## src/rtl/serial_fadder.sv

```systemverilog
`default_nettype none
// +----------------------------------------------------------------------+
// | serial_fadder : digit-serial add/sub, LSB-first, registered carry    |
// | Rev 1.0                                                              |
// +----------------------------------------------------------------------+
module serial_fadder #(
  parameter int WIDTH = 8,
  parameter int DIGIT = 1
) (
  input  logic             CLK,
  input  logic             RST,
  input  logic             START,
  input  logic             SUB,
  input  logic [WIDTH-1:0] A,
  input  logic [WIDTH-1:0] B,
  input  logic             CIN,
  output logic [WIDTH-1:0] SUM,
  output logic             COUT,
  output logic             OVF,
  output logic             BUSY,
  output logic             DONE
);

  localparam int NDIG = WIDTH / DIGIT;
  localparam int CW   = (NDIG > 1) ? $clog2(NDIG) : 1;
  localparam logic [CW-1:0] LAST = CW'(NDIG - 1);

  localparam logic [0:0] S_IDLE = 1'b0;
  localparam logic [0:0] S_RUN  = 1'b1;

  logic [0:0]       state_q, state_d;
  logic [CW-1:0]    cnt_q, cnt_d;
  logic [WIDTH-1:0] a_q, a_d;
  logic [WIDTH-1:0] b_q, b_d;
  logic [WIDTH-1:0] res_q, res_d;
  logic [WIDTH-1:0] sum_q, sum_d;
  logic             carry_q, carry_d;
  logic             cout_q, cout_d;
  logic             ovf_q, ovf_d;
  logic             done_q, done_d;

  logic [DIGIT:0]   dsum;
  logic             c_into_msb;
  logic [WIDTH-1:0] res_shift;

  // One DIGIT-wide slice of the carry chain per clock.
  always_comb begin
    dsum = {1'b0, a_q[DIGIT-1:0]} + {1'b0, b_q[DIGIT-1:0]}
         + {{DIGIT{1'b0}}, carry_q};
    c_into_msb = dsum[DIGIT-1] ^ a_q[DIGIT-1] ^ b_q[DIGIT-1];
  end

  generate
    if (DIGIT == WIDTH) begin : g_single_digit
      assign res_shift = dsum[DIGIT-1:0];
    end else begin : g_multi_digit
      assign res_shift = {dsum[DIGIT-1:0], res_q[WIDTH-1:DIGIT]};
    end
  endgenerate

  always_ff @(posedge CLK or posedge RST) begin
    if (RST) begin
      state_q <= S_IDLE;
      cnt_q   <= '0;
      a_q     <= '0;
      b_q     <= '0;
      res_q   <= '0;
      sum_q   <= '0;
      carry_q <= 1'b0;
      cout_q  <= 1'b0;
      ovf_q   <= 1'b0;
      done_q  <= 1'b0;
    end else begin
      state_q <= state_d;
      cnt_q   <= cnt_d;
      a_q     <= a_d;
      b_q     <= b_d;
      res_q   <= res_d;
      sum_q   <= sum_d;
      carry_q <= carry_d;
      cout_q  <= cout_d;
      ovf_q   <= ovf_d;
      done_q  <= done_d;
    end
  end

  always_comb begin
    state_d = state_q;
    case (state_q)
      S_IDLE:  if (START) state_d = S_RUN;
      S_RUN:   if (cnt_q == LAST) state_d = S_IDLE;
      default: state_d = S_IDLE;
    endcase
  end

  // Subtraction is fully encoded by inverting B and seeding the carry,
  // so the operation type need not be kept past acceptance.
  always_comb begin
    cnt_d   = cnt_q;
    a_d     = a_q;
    b_d     = b_q;
    res_d   = res_q;
    sum_d   = sum_q;
    carry_d = carry_q;
    cout_d  = cout_q;
    ovf_d   = ovf_q;
    done_d  = 1'b0;
    if (state_q == S_IDLE) begin
      if (START) begin
        a_d     = A;
        b_d     = SUB ? ~B : B;
        carry_d = CIN ^ SUB;
        cnt_d   = '0;
      end
    end else begin
      a_d     = a_q >> DIGIT;
      b_d     = b_q >> DIGIT;
      res_d   = res_shift;
      carry_d = dsum[DIGIT];
      cnt_d   = cnt_q + 1'b1;
      if (cnt_q == LAST) begin
        sum_d  = res_shift;
        cout_d = dsum[DIGIT];
        ovf_d  = c_into_msb ^ dsum[DIGIT];
        done_d = 1'b1;
      end
    end
  end

  // BUSY covers the run cycles after the first digit has been consumed.
  always_comb begin
    SUM  = sum_q;
    COUT = cout_q;
    OVF  = ovf_q;
    DONE = done_q;
    BUSY = (state_q == S_RUN) && (cnt_q != '0);
  end

endmodule
`default_nettype wire

```

## config.mk

```make
export PLATFORM = sky130hd
export DESIGN_NAME = serial_fadder
export DESIGN_NICKNAME = d
export VERILOG_FILES = /design/src/rtl/serial_fadder.sv
export SDC_FILE = /design/constraint.sdc
export NUM_CORES = 1
export LEC_CHECK = 0
export ABC_CLOCK_PERIOD_IN_PS = 1700
export BUFFER_PORTS_ARGS = -buffer_cell sky130_fd_sc_hd__buf_2
export CAP_MARGIN = 20
export CORE_MARGIN = 8
export CORE_UTILIZATION = 50
export DETAILED_ROUTE_END_ITERATION = 10
export MAX_ROUTING_LAYER = met4
export PLACE_DENSITY = 0.82
export SETUP_SLACK_MARGIN = 0.3
export SYNTH_ARGS = -nofsm -noshare
export SYNTH_HDL_FRONTEND = slang
export SYNTH_SLANG_ARGS = --single-unit
```

## constraint.sdc

```tcl
create_clock -name CLK -period 1.7 [get_ports CLK]
set_input_delay 0.425 -clock CLK [delete_from_list [all_inputs] [get_ports CLK]]
set_output_delay 0.425 -clock CLK [all_outputs]
set_load 0.005 [all_outputs]
```

### Yosys cells after proc, flatten, opt, wreduce, memory -nomap -nowiden

Index checks and enable logic that the tools add are counted.

| storage, ports and cells | value |
|---|---|
| register bits after elaboration | 40 |
| bits in latches | 0 |
| bits in writable memories | 0 |
| bits in read-only memories | 0 |
| bits of input ports | 21 |
| output and inout bits | 12 |
| logic and storage cells | 38 |
| memories kept | 0 |

| operators by class | value |
|---|---|
| $add $sub $neg | 3 |
| multiply operators | 0 |
| div/mod/pow operators | 0 |
| order comparisons | 0 |
| equality and inequality tests | 1 |
| shift-type cells | 0 |
| muxes and demuxes | 14 |
| bitwise gates (word level) | 6 |
| reductions and logical operators | 4 |

Operators by type and width:

| cell | number |
|---|---|
| 2-to-1 mux 8 bit | 5 |
| inverter 8 bit | 1 |
| 2-to-1 mux 1 bit | 6 |
| 2-to-1 mux 3 bit | 2 |
| XOR 1 bit | 4 |
| adder 3 x 1 -> 3 bit, second input constant | 1 |
| == test 3 bit, second input constant | 1 |
| nonzero test 3 bit | 1 |
| adder 1 x 1 -> 2 bit | 1 |
| adder 2 x 1 -> 2 bit | 1 |
| case mux 1 bit (2 select lines) | 1 |
| AND reduction 2 bit | 1 |
| nonzero test 2 bit | 1 |
| logical AND 1 bit | 1 |
| inverter 1 bit | 1 |

### Depth between registers and ports, before layout

Gate-level depths: netlist (run 1).

| depth | value |
|---|---|
| depth after elaboration | 5 |
| gate-level depth with buffers | 6 |
| depth with buffers taken out | 5 |

### Least setup slack after synthesis (run 1)

OpenSTA, ideal clock, no wires.

| path | value |
|---|---|
| path kind | reg-to-reg |
| from | reg a_q[0] |
| to | reg ovf_q, in the netlist OVF |
| arrival | 1307 ps |
| setup slack | 271 ps |
| cell stages (with the launch flop) | 5 |
| period minus slack after synthesis | 1429 ps |
| cells stage by stage | dfrtp_1 -> fa_1 -> xnor2_1 -> xnor2_1 -> o21ai_1 |

| between the ends | value |
|---|---|
| cells in the longest elaborated chain, start to end | 5 |

Ends and longest elaborated chain:

| item | line | text |
|---|---|---|
| from (decl) | 33 | `logic [WIDTH-1:0] a_q, a_d;` |
| from (signal assigned) | 65 | `a_q <= '0;` |
| from (signal assigned) | 76 | `a_q <= a_d;` |
| adder 1 x 1 -> 2 bit | 48 | `dsum = {1'b0, a_q[DIGIT-1:0]} + {1'b0, b_q[DIGIT-1:0]}` |
| adder 2 x 1 -> 2 bit | 49 | `+ {{DIGIT{1'b0}}, carry_q};` |
| via dsum[0] | 42 | `logic [DIGIT:0] dsum;` |
| XOR 1 bit (2 in a row) | 50 | `c_into_msb = dsum[DIGIT-1] ^ a_q[DIGIT-1] ^ b_q[DIGIT-1];` |
| XOR 1 bit | 124 | `ovf_d = c_into_msb ^ dsum[DIGIT];` |
| to (signal assigned) | 82 | `ovf_q <= ovf_d;` |
| to (decl) | 39 | `logic ovf_q, ovf_d;` |

The timed path passes the listed nets, and every way through them passes these cells.
A chain may end at the register's enable or synchronous reset.

### Final worst setup path (run 1)

| path | value |
|---|---|
| from | reg cnt_q[1] |
| to | out BUSY |

| between the ends | value |
|---|---|
| cells in the longest elaborated chain, start to end | 2 |

Ends and longest elaborated chain:

| item | line | text |
|---|---|---|
| from (decl) | 32 | `logic [CW-1:0] cnt_q, cnt_d;` |
| from (signal assigned) | 75 | `cnt_q <= cnt_d;` |
| nonzero test 3 bit | 136 | `BUSY = (state_q == S_RUN) && (cnt_q != '0);` |
| logical AND 1 bit | 136 |  |
| to (decl) | 20 | `output logic BUSY,` |

No other way between the ends.

==> impl_metrics.json, run 1 <==
{
  "drt-pass1-iter-count": 4,
  "grt_usage": 0.121,
  "hold_viol_final": 0,
  "drive_above_1_share": 0.335,
  "dieArea_um2": 5850,
  "grt_pass1_vias": 1301,
  "yosys.area.top_type": "dfrtp_1",
  "ir_drop_uv": 715,
  "hp-class": "in2async",
  "cts_tree": "yes",
  "yosys_most_used_dff": "dfrtp_1",
  "via_per_inst": 5.03,
  "num_rows": 22,
  "rsz0062_at_grt": "yes",
  "ys_seq_area_frac": 0.534,
  "crit_required_ps": 1270,
  "diodes": 0,
  "finalSetupViolCount": 0,
  "placed_cells": 221,
  "finalCritPeriodShare": 0.918,
  "pwr-share-clk": 0.126,
  "cap_violations": 0,
  "skew_ps": 8.11,
  "synth_cell_type_count": 23,
  "die_w_um": 76.5,
  "design.core.area_um2": 3580,
  "drt-total-wl_mm": 3.06,
  "hold_slack_ps": 177,
  "fmax_ghz": 0.641,
  "nets": 212,
  "ios": 33,
  "crit_path_start": "cnt_q[1]",
  "p_int_uw": 2330,
  "combPwrFrac": 0.429,
  "stdcell_count": 236,
  "async_flop_share": 1.00,
  "worst_ep_arrival_time_ps": 1140,
  "ys_warn_count": 0,
  "antenna_found_initial": 0,
  "p_sw_frac": 0.339,
  "worst_pin_slew_ps": 521,
  "via_count": 1188,
  "start_util": 0.511,
  "yosys_register_bits": 39,
  "avgSynthCellArea_um2": 12.4,
  "tns_ps": 0,
  "cts.path.max_buffers": 2,
  "slew_headroom": 0.653,
  "hold_buffers": 0,
  "crit_fanout": 2,
  "cellPowerDensity_nw_per_um2": 1660,
  "grt_overflow": 0,
  "r2r_start": "cnt_q[0]",
  "fillers": 316,
  "synth_edf_count": 0,
  "clkSlewWorstSetupHoldPaths_ps": 110,
  "synthCells": 147,
  "cts_num_sinks": 39,
  "h-tree-depth": 2,
  "antenna_left": 0,
  "startpoint_type": "flip-flop",
  "port_buffers": 32,
  "syn_area_um2": 1830,
  "clk_latency_ps": 340,
  "dpl.hpwl_mm": 2.27,
  "drc_errors": 0,
  "first_iter_violations": 58,
  "period_minus_slack_ps": 1560,
  "p_leak_uw": 0.00110,
  "gp_congestion": 0.760,
  "syn_nets": 172,
  "status": "completed",
  "numCtsBuffers": 5,
  "power_switching_uw": 1190,
  "syn_to_final_growth_pct": 15.9,
  "ff2ff_path_depth": 5,
  "synth_area_leaders": "dfrtp_1 (53%), mux2i_1 (9.3%), mux2_4 (5.7%), mux2_1 (5.5%), o21ai_1 (4.4%)",
  "grt_start_max_net_pins": 40,
  "register_area_um2": 976,
  "fp.dieH_um": 76.5,
  "cts_root_buf": "clkbuf_4",
  "synth_top_area_share": 0.534,
  "reg2reg_to": "COUT",
  "r2r_slack_ps": 160,
  "final_util": 0.592,
  "path_class": "reg2out",
  "grt_pass1_wl_mm": 5.71,
  "critPathCaptureType": "output port",
  "maxSlewViolCount": 0,
  "p_seq_frac": 0.445,
  "multiInputGateArea_um2": 767,
  "wl_per_cell_um": 12.9
}
==> worst max path at each step <==
stage	to	cells after the start	slack, ps
after floorplan	OVF	4	290
after CTS	BUSY	4	100
after global placement	COUT	4	230
after detailed placement	COUT	4	170
after global routing	BUSY	4	50
final	BUSY	4	140
==> kinds of logic after synthesis <==
family,after synthesis,synth area share
mux,33,0.206
compound gates,21,0.0643
simple gates,22,0.0472
xor+xnor,12,0.0575
buf+inv,16,0.0595
flops,39,0.534
fa+ha+maj,4,0.0315
==> sequential cells by signal, indices dropped and copies added (netlist names) <==
name / flops
SUM: 8
a_q: 8
b_q: 8
res_q: 7
cnt_q: 3
COUT: 1
DONE: 1
OVF: 1
carry_q: 1
state_q: 1
==> synth_stat cells, types with 2 or more instances <==
library cell   n
buf_6          4
buf_4          3
ha_1           3
dfrtp_1       39
xor2_1         8
inv_2          2
nor2_1         2
nand2_1       18
inv_1          4
xnor2_1        4
mux2_4         7
o31ai_1        2
mux2i_1       17
mux2_1         9
buf_2          2
o21ai_1       16
==> layout make-up <==
type                       count  area share
inverter                       6      0.0106
timing repair buffer          43       0.115
sequential                    39       0.461
multi-input combinational     92       0.362
clock inverter                 1     0.00236
clock buffer                   7      0.0213
tap                           48      0.0284
==> metrics by stage <==
stage	worst slack [ps]	power (uW)	area, um2
after floorplan	295	2620	1830
after global placement	230	2840	1990
after detailed placement	169	2940	1990
after CTS	102	3520	2100
after global routing	54.7	3850	2120
final	139	3520	2120
==> power by group through the flow <==
stage / registers, uW / logic, uW / clock network, uW
after global placement: 1570 / 1270 / 0
after CTS: 1570 / 1480 / 463
after floorplan: 1540 / 1070 / 0
after global routing: 1630 / 1710 / 512
after detailed placement: 1590 / 1340 / 0
final: 1570 / 1510 / 442
==> layout by cell type, fill, tap and decap left out, types with 2 or more instances in the layout <==
cell type,instances
nand2_1,18
nor2_1,2
mux2_1,9
inv_2,3
mux2_4,7
inv_1,3
xor2_1,8
clkbuf_4,5
o31ai_1,2
mux2i_1,17
clkbuf_1,2
xnor2_1,4
o21ai_1,16
buf_4,11
dfrtp_1,39
buf_2,32
==> routing by layer <==
metal,wire [um],GRT usage
met1,1380,0.128
met5,0,-
met4,46,0.0404
met3,219,0.0542
met2,1410,0.198
==> worst max-delay path, stage by stage, from the launching register on <==
cell	delay, ps
dfrtp_1	380
inv_2	60
ha_4	150
a21boi_2	100
buf_2	120
==> repair_timing <==
| action | CTS | global route |
|---|---|---|
| pin swaps | 4 | 0 |
| resized for setup | 5 | 0 |
| setup endpoints to repair | 11 | 12 |
| endpoints found under the hold margin | 0 | 0 |
| setup buffers | 5 | 2 |
(Power assumes the default switching activity.)
==> inputs of run 2 (changes only) <==
==> constraint.sdc (replaced) <==
create_clock -name CLK -period 1.7 [get_ports CLK]
set_input_delay 0.34 -clock CLK [delete_from_list [all_inputs] [get_ports CLK]]
set_output_delay 0.34 -clock CLK [all_outputs]
set_load 0.005 [all_outputs]
==> impl_metrics.json, run 2 (same netlist as run 1, synthesis figures left out) <==
{
  "status": "completed",
  "syn_to_final_growth_pct": 15.8,
  "register_area_um2": 976,
  "cellPowerDensity_nw_per_um2": 1700,
  "dp_slack_ps": 194,
  "cts_num_sinks": 39,
  "cp_num_buf_inv": 2,
  "grt_pass1_vias": 1249,
  "layout_commonest_cell": "dfrtp_1",
  "multiInputGateArea_um2": 777,
  "p_sw_frac": 0.339,
  "antenna_left": 0,
  "grt_start_max_net_pins": 40,
  "h-tree-depth": 2,
  "fp.dieH_um": 76.5,
  "period_minus_slack_ps": 1520,
  "cts_tree": "yes",
  "p_seq_frac": 0.437,
  "ir_drop_uv": 887,
  "drive_above_1_share": 0.337,
  "design.core.area_um2": 3580,
  "critPathTopFamily": "flip-flops",
  "dieArea_um2": 5850,
  "path_cells": "inv_2 -> ha_4 -> a21boi_2 -> buf_2",
  "slowest_delay_ps": 390,
  "maxSlewViolCount": 0,
  "gp_congestion": 0.713,
  "pwr-share-clk": 0.149,
  "hold_viol_final": 0,
  "drt-total-wl_mm": 3.08,
  "via_count": 1133,
  "port_buffers": 32,
  "wl_per_cell_um": 13.3,
  "r2r_slack_ps": 210,
  "num_rows": 22,
  "stdcell_area_um2": 2120,
  "drc_errors": 0,
  "grt_pass1_wl_mm": 5.38,
  "p_int_uw": 2380,
  "critPathCaptureType": "output port",
  "power.total_uw": 3600,
  "endpoint": "BUSY",
  "combPwrFrac": 0.414,
  "grt_overflow": 0,
  "fmax_ghz": 0.660,
  "die_w_um": 76.5,
  "power_switching_uw": 1220,
  "finalWorstSetupSlack_ps": 184,
  "reg2reg_to": "OVF",
  "p_leak_uw": 0.00109,
  "diodes": 0,
  "worst_ep_arrival_time_ps": 1180,
  "hp-class": "in2async",
  "numCtsBuffers": 5,
  "clkSlewWorstSetupHoldPaths_ps": 110,
  "cts_root_buf": "clkbuf_4",
  "crit_fanout": 2,
  "ff2ff_path_depth": 4,
  "finalCritPeriodShare": 0.892,
  "first_iter_violations": 40,
  "skew_ps": 7.81,
  "path_depth": 4,
  "path_class": "reg2out",
  "ios": 33,
  "place_area_um2": 1990,
  "worst_pin_slew_ps": 573,
  "startpoint_type": "flip-flop",
  "hold_buffers": 0,
  "rsz0062_at_grt": "yes",
  "drt-pass1-iter-count": 4,
  "dr.max_layer_used": "met4",
  "start_util": 0.511,
  "fillers": 312,
  "hold_slack_ps": 76.8,
  "crit_path_start": "cnt_q[0]",
  "finalSetupViolCount": 0,
  "met2WireLength_mm": 1.38,
  "dpl.hpwl_mm": 2.17,
  "r2r_start": "carry_q",
  "via_per_inst": 4.88,
  "slew_headroom": 0.618,
  "crit_required_ps": 1360,
  "grt_usage": 0.116,
  "tns_ps": 0,
  "nets": 208,
  "met3_length_um": 195,
  "clk_latency_ps": 350,
  "layout_common_cells": "dfrtp_1 (39), buf_2 (32), nand2_1 (18)",
  "antenna_found_initial": 0,
  "crit_slowest_cell": "dfrtp_1",
  "wl_met1_mm": 1.45,
  "cts.path.max_buffers": 2,
  "cap_violations": 0
}
-- run 2: worst min path at each step --
stage	end	depth (start not counted)
6_report	state_q	3
5_1_grt	res_q[1]	3
4_1_cts	res_q[2]	3
3_5_place_dp	res_q[2]	3
3_3_place_gp	res_q[2]	3
2_1_floorplan	a_q[0]	2
-- run 2: repair_timing --
action | CTS | global route
cloned | 0 | 0
buffers inserted | 2 | 2
endpoints found under the setup margin | 11 | 12
resized for setup | 1 | 6
pin swaps | 2 | 3
-- run 2: power groups by stage --
stage / logic (uW) / clock network, uW / registers [uW]
finish: 1490 / 536 / 1570
global route: 1670 / 586 / 1630
CTS: 1390 / 545 / 1570
detailed placement: 1350 / 0 / 1590
global placement: 1270 / 0 / 1570
floorplan: 1070 / 0 / 1540
-- run 2: cell type report --
class	instances	area share
clock buffers	8	0.0325
well taps	48	0.0284
repair buffers	39	0.100
multi-input cells	92	0.367
flip-flops and latches	39	0.461
inverters	6	0.0106
-- run 2: through the flow --
stage               utilization  std cells
CTS                       0.579        230
global route              0.592        232
finish                    0.592        232
global placement          0.555        220
detailed placement        0.555        220
floorplan                     -        147
-- run 2: metal layers --
| metal | vias up | track usage |
|---|---|---|
| met5 | - | - |
| met4 | 0 | 0.0519 |
| met3 | 6 | 0.0531 |
| met2 | 34 | 0.177 |
| met1 | 532 | 0.126 |
| li1 | 561 | - |
-- run 2: worst min-delay path: stages --
cell	delay [ps]
buf_2	90
inv_1	40
buf_4	400
